File: config.mk
export PLATFORM = sky130hd
export DESIGN_NAME = acc_unit_flat
export DESIGN_NICKNAME = d
export VERILOG_FILES = /design/src/rtl/acc_pkg.sv /design/src/rtl/acc_unit_if.sv /design/src/rtl/acc_stack.sv /design/src/rtl/acc_unit.sv /design/src/flat_wrapper.sv
export SDC_FILE = /design/constraint.sdc
export NUM_CORES = 1
export LEC_CHECK = 0
export CAP_MARGIN = 5
export CORE_MARGIN = 1.5
export CORE_UTILIZATION = 49
export CTS_BUF_LIST = sky130_fd_sc_hd__clkbuf_8
export DETAILED_ROUTE_END_ITERATION = 8
export PLACE_DENSITY = 0.68
export SLEW_MARGIN = 15
export SYNTH_ARGS = -nofsm -noshare
export SYNTH_HDL_FRONTEND = slang
export SYNTH_HIERARCHICAL = 1
export SYNTH_SLANG_ARGS = --single-unit
File: constraint.sdc
create_clock -name clk -period 3.5 [get_ports clk]
set_input_delay 0.7 -clock clk [delete_from_list [all_inputs] [get_ports clk]]
set_output_delay 0.7 -clock clk [all_outputs]
set_load 0.02 [all_outputs]
File: src/rtl/acc_pkg.sv
// Shared op codes and widths for the accumulator datapath.
// Optional saturation mode is selected by ACC_SAT_EN (see acc_unit).
package acc_pkg;

  localparam int ACC_OPW = 3;

  typedef enum logic [ACC_OPW-1:0] {
    OP_NOP = 3'd0,
    OP_LD  = 3'd1,
    OP_ADD = 3'd2,
    OP_SUB = 3'd3,
    OP_AND = 3'd4,
    OP_OR  = 3'd5,
    OP_XOR = 3'd6,
    OP_SHR = 3'd7
  } acc_op_e;

endpackage

File: src/rtl/acc_unit_if.sv
// Control/status bundle between the control unit (master) and the accumulator (slave).
interface acc_if
  import acc_pkg::*;
#(
  parameter int WIDTH = 16
);

  logic               en;
  logic [ACC_OPW-1:0] op;
  logic [WIDTH-1:0]   in;
  logic               push;
  logic               pop;
  logic [WIDTH-1:0]   acc;
  logic               flag_z;
  logic               flag_n;
  logic               flag_c;
  logic               flag_v;
  logic               stk_full;
  logic               stk_empty;
  logic               err;

  modport master (
    output en, op, in, push, pop,
    input  acc, flag_z, flag_n, flag_c, flag_v, stk_full, stk_empty, err
  );

  modport slave (
    input  en, op, in, push, pop,
    output acc, flag_z, flag_n, flag_c, flag_v, stk_full, stk_empty, err
  );

endinterface

File: src/rtl/acc_stack.sv
// LIFO save stack for the accumulator; flags illegal accesses with a one-cycle err_pulse.
module acc_stack #(
  parameter int WIDTH = 16,
  parameter int DEPTH = 4
) (
  input  logic             clk,
  input  logic             rst,
  input  logic             push,
  input  logic             pop,
  input  logic [WIDTH-1:0] wdata,
  output logic [WIDTH-1:0] top,
  output logic             pop_taken,
  output logic             full,
  output logic             empty,
  output logic             err_pulse
);

  localparam int AW = $clog2(DEPTH);
  localparam int CW = AW + 1;

  logic [WIDTH-1:0] mem [DEPTH];
  logic [CW-1:0]    count;
  logic [CW-1:0]    count_nxt;
  logic             push_taken;
  logic [AW-1:0]    top_idx;

  always_comb begin
    push_taken = push && !pop && !full;
    pop_taken  = pop && !push && !empty;
    err_pulse  = (push && pop) || (push && full) || (pop && empty);
    count_nxt  = count;
    if (push_taken)
      count_nxt = count + CW'(1);
    else if (pop_taken)
      count_nxt = count - CW'(1);
    top_idx = count[AW-1:0] - AW'(1);
    top     = mem[top_idx];
  end

  // full/empty are registered from the next count so they always match it
  always_ff @(posedge clk) begin
    if (!rst) begin
      count <= '0;
      full  <= 1'b0;
      empty <= 1'b1;
    end else begin
      count <= count_nxt;
      full  <= (count_nxt == CW'(DEPTH));
      empty <= (count_nxt == '0);
    end
  end

  always_ff @(posedge clk) begin
    if (rst && push_taken)
      mem[count[AW-1:0]] <= wdata;
  end

endmodule

File: src/rtl/acc_unit.sv
// Accumulator with registered ALU op, status flags and a save stack.
// Define ACC_SAT_EN to make ADD/SUB saturate to the signed limits instead of wrapping.
module acc_unit
  import acc_pkg::*;
#(
  parameter int WIDTH = 16,
  parameter int DEPTH = 4
) (
  input  logic  clk,
  input  logic  rst,
  acc_if.slave  bus
);

  localparam int MSB = WIDTH - 1;

  logic [WIDTH-1:0] acc_q;
  logic             z_q, n_q, c_q, v_q, err_q;
  logic [WIDTH-1:0] stk_top;
  logic             pop_taken, stk_full, stk_empty, err_pulse;

  logic [WIDTH:0]   sum, diff;
  logic [WIDTH-1:0] res;
  logic             c_nxt, v_nxt;
  acc_op_e          op;

  acc_stack #(.WIDTH(WIDTH), .DEPTH(DEPTH)) u_stack (
    .clk       (clk),
    .rst       (rst),
    .push      (bus.push),
    .pop       (bus.pop),
    .wdata     (acc_q),
    .top       (stk_top),
    .pop_taken (pop_taken),
    .full      (stk_full),
    .empty     (stk_empty),
    .err_pulse (err_pulse)
  );

  always_comb begin
    op    = acc_op_e'(bus.op);
    sum   = {1'b0, acc_q} + {1'b0, bus.in};
    diff  = {1'b0, acc_q} - {1'b0, bus.in};
    res   = acc_q;
    c_nxt = 1'b0;
    v_nxt = 1'b0;
    case (op)
      OP_LD:  res = bus.in;
      OP_ADD: begin
        res   = sum[MSB:0];
        c_nxt = sum[WIDTH];
        v_nxt = (acc_q[MSB] == bus.in[MSB]) && (sum[MSB] != acc_q[MSB]);
      end
      OP_SUB: begin
        res   = diff[MSB:0];
        c_nxt = diff[WIDTH];
        v_nxt = (acc_q[MSB] != bus.in[MSB]) && (diff[MSB] != acc_q[MSB]);
      end
      OP_AND: res = acc_q & bus.in;
      OP_OR:  res = acc_q | bus.in;
      OP_XOR: res = acc_q ^ bus.in;
      OP_SHR: begin
        res   = {1'b0, acc_q[MSB:1]};
        c_nxt = acc_q[0];
      end
      default: res = acc_q;
    endcase
`ifdef ACC_SAT_EN
    // On overflow the result's true sign is the old acc's sign in both ADD and SUB
    if ((op == OP_ADD || op == OP_SUB) && v_nxt)
      res = acc_q[MSB] ? {1'b1, {MSB{1'b0}}} : {1'b0, {MSB{1'b1}}};
`else
    res = res;
`endif
  end

  // A legal pop takes priority over the ALU op presented in the same cycle
  always_ff @(posedge clk) begin
    if (!rst) begin
      acc_q <= '0;
      z_q   <= 1'b1;
      n_q   <= 1'b0;
      c_q   <= 1'b0;
      v_q   <= 1'b0;
      err_q <= 1'b0;
    end else begin
      err_q <= err_q | err_pulse;
      if (pop_taken) begin
        acc_q <= stk_top;
        z_q   <= (stk_top == '0);
        n_q   <= stk_top[MSB];
        c_q   <= 1'b0;
        v_q   <= 1'b0;
      end else if (bus.en && op != OP_NOP) begin
        acc_q <= res;
        z_q   <= (res == '0);
        n_q   <= res[MSB];
        c_q   <= c_nxt;
        v_q   <= v_nxt;
      end
    end
  end

  assign bus.acc       = acc_q;
  assign bus.flag_z    = z_q;
  assign bus.flag_n    = n_q;
  assign bus.flag_c    = c_q;
  assign bus.flag_v    = v_q;
  assign bus.stk_full  = stk_full;
  assign bus.stk_empty = stk_empty;
  assign bus.err       = err_q;

endmodule

File: src/flat_wrapper.sv
// flat-port wrapper written by rule: the top's interface ports become plain ports
module acc_unit_flat import acc_pkg::*;
#(
  parameter int WIDTH = 16,
  parameter int DEPTH = 4
)
  (clk, rst, bus_en, bus_op, bus_in, bus_push, bus_pop, bus_acc, bus_flag_z, bus_flag_n, bus_flag_c, bus_flag_v, bus_stk_full, bus_stk_empty, bus_err);
  acc_if #(.WIDTH(WIDTH)) bus_i ();
  input  logic clk;
  input  logic rst;
  input wire logic [$bits(bus_i.en)-1:0] bus_en;
  input wire logic [$bits(bus_i.op)-1:0] bus_op;
  input wire logic [$bits(bus_i.in)-1:0] bus_in;
  input wire logic [$bits(bus_i.push)-1:0] bus_push;
  input wire logic [$bits(bus_i.pop)-1:0] bus_pop;
  output wire logic [$bits(bus_i.acc)-1:0] bus_acc;
  output wire logic [$bits(bus_i.flag_z)-1:0] bus_flag_z;
  output wire logic [$bits(bus_i.flag_n)-1:0] bus_flag_n;
  output wire logic [$bits(bus_i.flag_c)-1:0] bus_flag_c;
  output wire logic [$bits(bus_i.flag_v)-1:0] bus_flag_v;
  output wire logic [$bits(bus_i.stk_full)-1:0] bus_stk_full;
  output wire logic [$bits(bus_i.stk_empty)-1:0] bus_stk_empty;
  output wire logic [$bits(bus_i.err)-1:0] bus_err;
  assign bus_i.en = bus_en;
  assign bus_i.op = bus_op;
  assign bus_i.in = bus_in;
  assign bus_i.push = bus_push;
  assign bus_i.pop = bus_pop;
  assign bus_acc = bus_i.acc;
  assign bus_flag_z = bus_i.flag_z;
  assign bus_flag_n = bus_i.flag_n;
  assign bus_flag_c = bus_i.flag_c;
  assign bus_flag_v = bus_i.flag_v;
  assign bus_stk_full = bus_i.stk_full;
  assign bus_stk_empty = bus_i.stk_empty;
  assign bus_err = bus_i.err;
  acc_unit #(.WIDTH(WIDTH), .DEPTH(DEPTH)) u_core (.clk(clk), .rst(rst), .bus(bus_i));
endmodule
After elaboration in Yosys (flattened, before gate mapping)
Memories as Yosys holds them, arrays and structs flattened.
Index checks and enable logic that the tools add are counted.
- reductions and logical operators: 23
- muxes and demuxes: 13
- add/sub/neg operators: 5
- bitwise gates (word level): 5
- equal/unequal tests: 12
- operator list (operator ; count):
    $pmux 16 s7 ; 1
    $logic_not 16->1 ; 2
    $mux 16 ; 2
    $add 16x16->17 ; 1
    $sub 16x16->17 ; 1
    $and 16x16->16 ; 1
    $or 16x16->16 ; 1
    $xor 16x16->16 ; 1
    $eq 3x3->1 const B ; 5
    $logic_and 1x1->1 ; 11
    $eq 3x2->1 const B ; 2
    $mux 1 ; 6
    $mux 3 ; 2
    $logic_not 1->1 ; 4
    $add 3x1->3 const B ; 1
    $eq 3x1->1 const B ; 1
    $logic_not 3->1 ; 1
    $ne 1x1->1 ; 3
    $pmux 1 s3 ; 1
    $reduce_bool 3->1 ; 1
    $sub 3x1->3 const B ; 1
    $logic_or 1x1->1 ; 2
    $pmux 1 s2 ; 1
    $reduce_bool 2->1 ; 1
    5 further kinds ; 5
- bits of input ports: 24
- memories: 1
- bits in registers: 26
- RAM bits: 64
- memories (name ; words ; width ; rd ports ; clocked after Yosys merged registers in ; wr ports ; RTL line ; source):
    u_core.u_stack.mem ; 4 ; 16 ; 1 ; 0 ; 1 ; acc_stack.sv:21 ; logic [WIDTH-1:0] mem [DEPTH];

Longest topological paths before layout
Gate-level depths: netlist (run 1).
- depth in word-level cells: 6
- depth in mapped cells: 14
- depth with buffers taken out: 14

By module
Netlist (run 1), hierarchy kept.
- modules (own cells, without submodules) (module ; area each (sq um) ; instances ; cells an instance ; seq. area each (sq um)):
    acc_unit ; 4017.6 ; 1 ; 565 ; 400.4
    acc_stack ; 2681.3 ; 1 ; 125 ; 2021.9

Least setup slack after synthesis (run 1)
OpenSTA, ideal clock, no wires.
- path type: in2reg
- from: input bus_in[0]
- to: register u_core.z_q, in the netlist u_core/bus.flag_z
- stages: 13
- library setup time: 0.058 ns
- path buffers: 0
- slack: 0.278 ns
- arrival time: 3.163 ns
- cell sequence: ha_1 inv_1 fa_1 nand2b_1 a21oi_1 a211oi_1 o31ai_1 a21oi_1 or4_4 a2111oi_2 o211ai_1 nor3_2 a31o_1
- word-level cells in the longest chain between the ends: 5
- elaborated cells between the ends (all ways): 9
- those cells by class: add/sub (2); mux (3); bitwise (3); reduce/logical (1)
- ends and longest elaborated chain (what ; RTL line ; source):
    start, declared ; flat_wrapper.sv:13 ; input wire logic [$bits(bus_i.in)-1:0] bus_in;
    $sub 16x16->17 (tied with other cells) ; acc_unit.sv:42 ; diff = {1'b0, acc_q} - {1'b0, bus.in};
    $pmux 16 s7 * ; acc_unit.sv:46 ; case (op)
    $logic_not 16->1 * ; acc_unit.sv:95 ; z_q <= (res == '0);
    $mux 1 * ; acc_unit.sv:93 ; end else if (bus.en && op != OP_NOP) begin
    $mux 1 * ; acc_unit.sv:87 ; if (pop_taken) begin
    end signal, assigned ; acc_unit.sv:89 ; z_q <= (stk_top == '0);
    end signal, assigned ; acc_unit.sv:95 ;
    end, declared ; acc_unit.sv:17 ; logic z_q, n_q, c_q, v_q, err_q;
Mark *: on every way between the ends. The rest lies on a longest branch, timed or not. The select of a mux whose other input is x is not followed.
A chain may end at the register's enable or synchronous reset.

Worst setup path after layout (run 1)
- from: input bus_in[1]
- to: register u_core.z_q, in the netlist u_core/bus.flag_z
The elaborated chain is that of the path after synthesis.

==> results.md, run 1 <==
- Status: completed
- Placed cell areas: 0.00829 mm^2
- Vias in the first global route: 6136
- Die Area: 0.0144 mm^2
- Wirelength per Cell: 20.9 um
- CP delay by family, top: compound AO/OA/AOI/OAI gates
- CP Launch Point: bus_in[1]
- Async S/R FF share, synth: 0%
- Fin. Hold Viols: 0
- Worst Tran Pin Value: 0.733 ns
- Starting Density: 50.4%
- Layout cells sized above 1: 27.0%
- Core Area: 0.0133 mm^2
- Hold Path Sink: u_core/bus.err$_SDFF_PN0_
- Slowest stage cell, crit path: or4_4
- Worst reg2reg path endpoint: u_core/bus.flag_z$_SDFFE_PN1P_
- Crit. End Element: flop
- Drt via density: 6.07
- Final Max Tran Viols: 0
- Placed Instances: 1012
- Total global-route track usage: 30.5%
- Fill cell count: 1040
- Synth warnings: 6
- I/O Buffers: 46
- Setup violations, final: 0
- CP Launch Type: input port
- Commonest cells after routing, fill and taps aside: buf_4 (138), edfxtp_1 (64), a21oi_1 (60)
- Dpl ws: -0.582 ns
- Final HPWL DP: 16.5 mm
- Finished Layout Cells: 1031
- Post-Route Utilization: 65.5%
- Final Cell Area: 0.00871 mm^2
- Vias: 6254
- First-pass GRT wire length: 33.3 mm
- Largest net degree at the start of global routing: 33
- Drt first pass iters: 5
- Power density cells: 415 mW/mm^2
- R2R depth: 14
- # clock sinks: 89
- Setup TNS: 0 ns
- Final hold slack: 0.467 ns
- R2r startpoint: u_core/bus.acc[0]$_SDFFE_PN0P_
- Register area share after synthesis: 36.2%
- Period utilisation layout: 96.1%
- Worst min-delay path class: reg2reg
- Setup Skew: 0.00664 ns
- Commonest non-fill, non-tap cell in the layout: buf_4
- Hold-fix buffers, CTS: 0
- P&R area growth vs syn: 30.1%
- Top cells by area, synth: edfxtp_1 (29%), ha_1 (10%), dfxtp_1 (7.5%)
- Post-synth EDFFs: 64
- IO Pins: 47
- Worst hold start: u_core/bus.err$_SDFF_PN0_
- Minimum clock period: 3.36 ns
- Crit-path cells: dlygate4sd2_1, inv_2, ha_1, o21ba_1, or4_4, nand2_2, a21oi_1, a2111o_1, o211a_1, a2111oi_4, o211ai_1, nor3_2, a31o_1
- Number of nets still failing antenna checks after routing: 0
- GPL Wtd Cong: 0.981
- CP bufs+invs: 2
- Synth area leader: edfxtp_1
- Detailed-route DRC error count: 0
- Cell row count: 42
- Clock-pin transition on the worst setup and hold timing paths: 0.08 ns
- Clock Latency Late Sink: 0.36 ns
- Final WL: 21.5 mm
- Power Total: 3.61 mW
- Clk buf depth: 2
- Worst-case vdd ir drop: 0.192 mV
- Num CTS Buffers: 9
- Critical path class: in2reg
- Ant. Diodes: 0
- Gr ovfl total: 0
- Final #Nets: 932
- Fin worst setup slack: 0.138 ns
- Max_cap viols: 0
- Worst endpoint data arrival time: 3.67 ns
- Die width: 120 um
- Max Clk Rate: 297 MHz
- Synth cell types: 86
- Netlist Area Pre-Place: 0.00670 mm^2
- Die Y: 120 um
- Synth Register Bits: 89
- Mean post-synth cell area: 9.71 um^2
- Top cell type's share of synthesized area: 28.7%
- Post-synthesis cell count: 690
- CP Max Fanout: 4
- R2R setup slack: 0.23 ns
- CTS tree: done
- P_leak: 3.51 nW
- Hold Path Cell Cnt: 1
- Syn_nets: 772
- Req. time, crit path: 3.80 ns
- Slew HR: 51.1%
- H-Tree Depth: 3
- Initial DRC Count: 477
- Clk root buf: clkbuf_8
- Main synth FF type: edfxtp_1
- Initial antenna violation count: 0
- CP max stage delay: 0.56 ns
[cell usage after synthesis, types with 5 or more instances]
| cell type | number |
|---|---|
| dfxtp_1 | 25 |
| a211oi_1 | 19 |
| a21oi_1 | 64 |
| nor4_1 | 7 |
| nor3_1 | 15 |
| o21ai_0 | 36 |
| mux4_2 | 20 |
| and3_1 | 7 |
| mux2i_1 | 5 |
| a221oi_1 | 5 |
| nand3_1 | 8 |
| ha_1 | 56 |
| inv_1 | 51 |
| buf_2 | 10 |
| a31oi_1 | 5 |
| o211ai_1 | 5 |
| nor2b_1 | 21 |
| xnor2_1 | 6 |
| edfxtp_1 | 64 |
| clkbuf_1 | 20 |
| nand2b_1 | 9 |
| buf_4 | 6 |
| and2_1 | 8 |
| o21a_1 | 7 |
| nor2_1 | 52 |
| o31ai_1 | 8 |
| nand2_1 | 46 |
[worst max path at each step]
stage / end / cells after the start
after floorplan: u_core/bus.flag_z$_SDFFE_PN1P_ / 13
after global placement: u_core/bus.flag_z$_SDFFE_PN1P_ / 15
after detailed placement: u_core/bus.flag_z$_SDFFE_PN1P_ / 14
after CTS: u_core/bus.flag_z$_SDFFE_PN1P_ / 14
after global routing: u_core/bus.flag_z$_SDFFE_PN1P_ / 14
final: u_core/bus.flag_z$_SDFFE_PN1P_ / 13
[power breakdown]
group	leakage, nW	internal, mW	switching [mW]
Sequential	0.797	1.20	0.0501
Combinational	2.59	0.729	0.855
Clock	0.117	0.438	0.339
[per-layer routing]
metal / vias up / routed length (um) / global-route usage (%)
li1: 2893 / - / -
met1: 3009 / 9450 / 41.1
met2: 298 / 9720 / 48.4
met3: 54 / 1500 / 5.47
met4: 0 / 849 / 12.9
met5: - / 0 / 0
[worst register-to-register path, delay by kind of cell (launching register included)]
kind,cells,cell delay (ns)
compound gates,6,1.47
buf+inv,3,0.35
fa+ha+maj,2,0.55
flops,1,0.35
simple gates,3,0.49
[registers in the layout, indices dropped and copies added, names as in the netlist]
register / cells
u_core/u_stack/empty: 1
u_core/bus.flag_z: 1
u_core/bus.flag_c: 1
u_core/u_stack/mem: 64
u_core/u_stack/count: 3
u_core/bus.flag_v: 1
u_core/bus.acc: 16
u_core/bus.err: 1
u_core/u_stack/full: 1
[layout make-up]
class / instances / area [um^2] / area share [%]
multi-input cells: 506 / 4030 / 46.3
flip-flops and latches: 89 / 2420 / 27.8
repair buffers: 190 / 1610 / 18.5
well taps: 176 / 220 / 2.53
inverters: 54 / 203 / 2.33
clock buffers: 11 / 151 / 1.74
clock inverters: 5 / 77.6 / 0.890
[what timing repair did]
item | CTS | global route
endpoints found under the setup margin | 4 | 7
resized for setup | 13 | 27
setup buffers | 1 | 2
pin swaps | 11 | 10
[logic make-up after synthesis]
group | synth area share [%]
adders and majority gates | 11.1
AOI/OAI and AO/OA | 22.5
muxes | 8.01
buffers and inverters | 6.29
and+or+nand+nor | 15.0
DFF | 36.2
xor gates and xnor gates | 1.05
No activity file was read; power rests on OpenSTA's default activity.
==> run 2: changes to the inputs <==
Settings changed: ABC_AREA set to 0.
==> results of run 2 <==
Final layout, timing and power as in run 1 (identical DEF).
